## src/rtl/push_arbiter.sv

```systemverilog
// push_arbiter: reaction-game round arbiter with a random dark delay, jump detection and restart control.
module push_arbiter #(
    parameter int         MIN_DLY   = 16,
    parameter logic [7:0] LFSR_SEED = 8'hA5
) (
    input  logic clk,
    input  logic rst,
    input  logic pbl,
    input  logic pbr,
    input  logic endrnd,
    input  logic new_game,
    output logic leds_on,
    output logic winrnd,
    output logic right,
    output logic tie,
    output logic clear_score
);
    typedef enum logic [2:0] {DARK, LIT, RESULT, HOLD, OVER} state_t;
    localparam logic [8:0] MIN9 = 9'(MIN_DLY);
    state_t state, state_d;
    logic [8:0] cnt, cnt_d;
    logic [7:0] lfsr;
    logic pbl_q, pbr_q, ev_l, ev_r, ev;
    logic leds_d, win_d, right_d, tie_d, clr_d;
    // previous-button registers reset to 1 so a button held through reset is not an event
    always_ff @(posedge clk or posedge rst) begin
        if (rst) begin
            state       <= DARK;
            cnt         <= MIN9;
            lfsr        <= LFSR_SEED;
            pbl_q       <= 1'b1;
            pbr_q       <= 1'b1;
            leds_on     <= 1'b0;
            winrnd      <= 1'b0;
            right       <= 1'b0;
            tie         <= 1'b0;
            clear_score <= 1'b0;
        end else begin
            state       <= state_d;
            cnt         <= cnt_d;
            lfsr        <= {lfsr[6:0], ^(lfsr & 8'hB8)};
            pbl_q       <= pbl;
            pbr_q       <= pbr;
            leds_on     <= leds_d;
            winrnd      <= win_d;
            right       <= right_d;
            tie         <= tie_d;
            clear_score <= clr_d;
        end
    end
    always_comb begin
        ev_l    = pbl & ~pbl_q;
        ev_r    = pbr & ~pbr_q;
        ev      = ev_l | ev_r;
        state_d = state;
        cnt_d   = cnt;
        leds_d  = 1'b0;
        win_d   = 1'b0;
        right_d = right;
        tie_d   = tie;
        clr_d   = 1'b0;
        if (new_game) begin
            state_d = HOLD;
            clr_d   = 1'b1;
        end else begin
            case (state)
                DARK, LIT: begin
                    if (ev) begin
                        state_d = RESULT;
                        win_d   = 1'b1;
                        right_d = ev_r & ~ev_l;
                        tie_d   = ev_l & ev_r;
                        leds_d  = (state == LIT);
                    end else if (state == LIT) begin
                        leds_d = 1'b1;
                    end else if (cnt == 9'd1) begin
                        state_d = LIT;
                        leds_d  = 1'b1;
                    end else begin
                        cnt_d = cnt - 9'd1;
                    end
                end
                RESULT: state_d = HOLD;
                HOLD: begin
                    if (endrnd) begin
                        state_d = OVER;
                    end else if (!pbl && !pbr) begin
                        state_d = DARK;
                        cnt_d   = MIN9 + {1'b0, lfsr};
                    end
                end
                default: state_d = state;
            endcase
        end
    end
endmodule

```

## config.mk

```make
export PLATFORM = sky130hd
export DESIGN_NAME = push_arbiter
export DESIGN_NICKNAME = d
export VERILOG_FILES = /design/src/rtl/push_arbiter.sv
export SDC_FILE = /design/constraint.sdc
export NUM_CORES = 1
export LEC_CHECK = 0
export CORE_UTILIZATION = 59
export CTS_BUF_LIST = sky130_fd_sc_hd__clkbuf_4 sky130_fd_sc_hd__clkbuf_8
export DETAILED_ROUTE_END_ITERATION = 16
export HOLD_SLACK_MARGIN = 0.12
export PLACE_DENSITY_LB_ADDON = 0.2
export SYNTH_ARGS = -nofsm -noshare
export SYNTH_HDL_FRONTEND = slang
export SYNTH_SLANG_ARGS = --single-unit
```

## constraint.sdc

```tcl
create_clock -name clk -period 2 [get_ports clk]
set_input_delay 0.6 -clock clk [delete_from_list [all_inputs] [get_ports clk]]
set_output_delay 0.6 -clock clk [all_outputs]
set_load 0.02 [all_outputs]
```

-- Word level (Yosys, flattened, before mapping)
Index checks and enable logic that the tools add are counted.
- word-level logic and storage cells: 66
- flip-flop bits (word level): 27
- output and inout port bits: 5
- add/sub/neg operators: 2
- reductions and logical operators: 11
- mux-type cells: 22
- bitwise logic cells: 9
- equality and inequality tests: 12
- operators with widths (cell ; count):
    $mux 9 ; 5
    $mux 3 ; 6
    $pmux 9 s2 ; 1
    $ne 4x4->1 const B ; 3
    $ne 2x2->1 const B ; 5
    $add 5x8->9 const A ; 1
    $eq 9x1->1 const B ; 1
    $mux 1 ; 9
    $pmux 3 s3 ; 1
    $sub 9x1->9 const B ; 1
    $reduce_xor 8->1 ; 1
    $reduce_and 7->1 ; 1
    $eq 3x2->1 const B ; 2
    $and 1x1->1 ; 4
    $not 1->1 ; 4
    $reduce_and 4->1 ; 1
    $reduce_bool 4->1 ; 1
    $eq 3x1->1 const B ; 1
    $logic_not 3->1 ; 1
    $reduce_and 3->1 ; 1
    $logic_not 1->1 ; 2
    $reduce_bool 2->1 ; 1
    $reduce_or 2->1 ; 1
    $logic_and 1x1->1 ; 1
    $or 1x1->1 ; 1

-- Longest topological paths before layout
- word-level depth: 6
- depth in mapped cells: 8

-- Least setup slack after synthesis
Ideal clock, no wire load.
- path kind: in2reg
- start: input port pbr
- end: register cnt[7]
- stages: 7
- arrival: 1.671 ns
- setup slack: 0.208 ns
- path through: nor2b_1 > o21ai_0 > and2_1 > buf_6 > and2_4 > buf_6 > a22o_1
- word-level cells in the longest chain between the ends: 4
- RTL lines (what ; line ; text):
    start: declaration ; 9 ; input logic pbr,
    $and 1x1->1 or $logic_not 1->1 (tied branches) ; 53, 87 ;
    $or 1x1->1 or $logic_and 1x1->1 (tied branches) ; 54, 87 ;
    $ne 2x2->1 (no source line) ; - ;
    $reduce_and 7->1 (no source line) (*) ; - ;
    end signal: assignment ; 40 ; cnt <= cnt_d;
    end: declaration ; 21 ; logic [8:0] cnt, cnt_d;
Mark *: on every way between the ends. The rest lies on a longest branch, timed or not.
A chain may end at the register's enable or synchronous reset.

-- Worst setup path after layout
- start: input port pbr
- end: register cnt[8]
Same word-level chain as after synthesis.

==> results.md <==
- Clk sinks: 27
- Hold Path End: lfsr[2]
- Post-synth EDFFs: 0
- Hold Fails Final Rpt: 0
- Die area: about 2400 um2
- Die X-Extent: about 49 um
- Critical register-to-register path startpoint: cnt[0]
- Mux contribution to synthesized area: 0%
- Crit share post-route: about 95%
- Synth Area in Compound Gates: approximately 19%
- DP Area: 1510 um2
- CTS Buf Count: 3
- # diodes: 0
- Power density cells: around 1000 nW/um2
- Max Clk Rate: 0.525 GHz
- Row cnt: 16
- DR WL/cell: 15.5 um
- Clock Path Buffers: 2
- FFs w/ async S/R, synth: between 90% and 100%
- Vias post-DR: between 1k and 1.5k
- Largest cells by area after synthesis: dfrtp_1, dfstp_2, a21oi_1
- Design Power: about 0.0016 W
- Hold/Removal Path Class: reg2reg
- CP cell instances: clkdlybuf4s50_1, nor2b_1, o21ai_0, and2_1, nand3_1, a22o_1
- Syn_nets: 138
- Most used DFF post-synth: dfrtp_1
- CTS tree: done
- Yosys top cell area share: 38.1%
- Crit-path max cell delay: approximately 0.44 ns
- Reg2Reg Setup Slack: approximately 0.16 ns
- H-tree levels: 1
- Total wire length: 2770 um
- Final WS setup: around 0.096 ns
- Crit path required time: ~2.2 ns
- Setup slack after placement: -0.235 ns
- R2R cell count: 6
- Vias in the first global route: between 900 and 1k
- HPWL after DPL: slightly below 2000 um
- Max-slew violations: 0
- Sequential share of the synthesized area: a little over half
- Area of the multi-input gates: around 560 um2
- Total Routing Usage GR: between 20% and 30%
- Synth cell types: 40
- Gr ovfl total: 0
- CTS Root Buffer Type: clkbuf_4
- Synth Instances: roughly 130
- Iter 0 DRT Violations: 26
- Critical path's slowest cell: clkdlybuf4s50_1
- Finished Core Util: between 70% and 80%
- WHS Path Cells: 0
- Post-Synth Simple-Gate Area: 17.6%
- Chip Height: between 40 and 50 um
- RSZ-0062 raised after global routing: false
- Area share of xor/xnor cells in the synthesized design: 2.67%
- Max Cap Viol: 0
- Nets@finish: ~160
- Post-synthesis register bit count: 27
- Synthesis-to-layout area growth: 17.4%
- Period minus WS final: about 1.9 ns
- Io pins: 11
- Final ANT Viol Nets: 0
- Number of fillers in the final layout: ~130
- CTS resizes: 0
- Post-Synth Adder-Cell Area: 2.86%
- Count of hold-fix buffers inserted at cts: 0
- FF-to-FF End: cnt[0]
- Largest area contributor in the netlist: dfrtp_1
- Worst setup path category: in2reg
- Mapped cell area: roughly 1300 um2
- Layout cells sized above 1: 19.7%
- Clk_skew: approximately 0.0057 ns
- Largest net degree at the start of global routing: 28
- TritonRoute pass-1 iters: 4
- Worst hold start: lfsr[1]
- Type of origin of the critical path: input port
- Starting Density: approximately two thirds
- Avg Inst Size Synth: a little over 10 um2
- Run status: complete, no violations
- Initial antenna violation count: 0
- Register area: 684 um2
- Setup repair bufs after CTS: 0
- Leakage power: between 0.6 and 0.7 nW
- Final setup violation count: 0
- Design Area, Final: 1540 um2
- Slew margin rel.: roughly 65%
- Main combinational cell family by area after synthesis: compound AO/OA/AOI/OAI gates
- GP Congestion: approximately 0.81
- DRC: 0
- CP arrival: around 2.1 ns
- Clock latency on the worst-skew pair: around 0.32 ns
- CTS clk-pin slew, worst paths: 0.13 ns
- Worst setup EP type: flip-flop
- Yosys warns: 0
- First-pass GRT wire length: 4570 um
- Worst Setup SP: pbr
- Crit path max fanout: 6
- Max IR drop VDD: 667 uV
- Worst hold slack: between 0.4 and 0.5 ns
- Worst-Margin Slew: roughly 0.53 ns
- Core area: 2020 um2
- DR vias/cell: ~6.1
- Number of port buffers: 10
## worst max path at each step
stage / depth (start not counted) / slack, ns / end
CTS: 1 / 0.1 / tie
global route: 7 / 0.02 / cnt[4]
floorplan: 7 / 0.21 / cnt[7]
finish: 6 / 0.1 / cnt[8]
detailed placement: 6 / -0.24 / cnt[8]
global placement: 6 / -0.18 / cnt[8]
## layout by cell type (no fill, tap or decap), types with 2 or more instances in the layout
master,count
nand2_1,8
nand3b_1,2
buf_4,16
o21ai_0,10
a21oi_1,10
nor2b_1,3
xor2_1,2
clkbuf_4,4
clkdlybuf4s50_1,10
a31oi_1,6
inv_1,4
a22o_1,3
nand2b_1,2
ha_1,3
dfrtp_1,20
or3_1,2
nor2_1,11
dfstp_2,7
nor3_1,2
xnor2_1,2
o22ai_1,2
nand3_1,6
## area by class of cell
cell class | instances | share of cell area [%]
Clock buffer | 4 | 1.95
Inverter | 4 | 0.974
Timing Repair Buffer | 26 | 14.3
Multi-Input combinational cell | 91 | 36.2
Sequential cell | 27 | 44.4
Tap cell | 27 | 2.19
## per-stage QoR
stage / instances / setup TNS [ns]
6_report: 179 / 0
5_1_grt: 179 / 0
4_1_cts: 179 / 0
3_5_place_dp: 175 / -1.65
3_3_place_gp: 175 / -1.25
2_1_floorplan: 129 / 0
## registers in the layout, indices dropped and copies added (netlist names)
register and cells:
clear_score 1, cnt 9, leds_on 1, lfsr 8
pbl_q 1, pbr_q 1, right 1, state 3
tie 1, winrnd 1
## layer usage
| layer | track usage, % | part of all wire [%] |
|---|---|---|
| met2 | 39.3 | 47 |
| met3 | 4.05 | 4.7 |
| met5 | 0 | 0 |
| met4 | 9.31 | 1.6 |
| met1 | 36.3 | 46 |
## kinds of logic after synthesis
logic type	after synthesis
AND/OR/NAND/NOR	44
AO/OA/AOI/OAI	40
flip-flops	27
buffers and inverters	11
XOR/XNOR	4
adder cells (fa/ha/maj)	3
## worst max-delay path: cells and delay by family
family / cells / cell delay (ns)
AND/OR/NAND/NOR: 3 / 0.57
buffers and inverters: 1 / 0.44
AO/OA/AOI/OAI: 2 / 0.51
## Yosys cell counts, types with 3 or more instances
| master | instances |
|---|---|
| nor2b_1 | 3 |
| nor2_1 | 11 |
| dfrtp_1 | 20 |
| inv_1 | 4 |
| a31oi_1 | 6 |
| dfstp_2 | 7 |
| nand3_1 | 6 |
| nand2_1 | 8 |
| o21ai_0 | 10 |
| a21oi_1 | 10 |
| buf_6 | 3 |
| a22o_1 | 3 |
| ha_1 | 3 |
## power breakdown
group          leakage, nW  switching (W)  internal [W]
Sequential           0.327       0.000100      0.000663
Clock               0.0184       0.000155     0.0000917
Combinational        0.339       0.000332      0.000275
Total                0.684       0.000588       0.00103
Power figures use the tool's default switching activity.
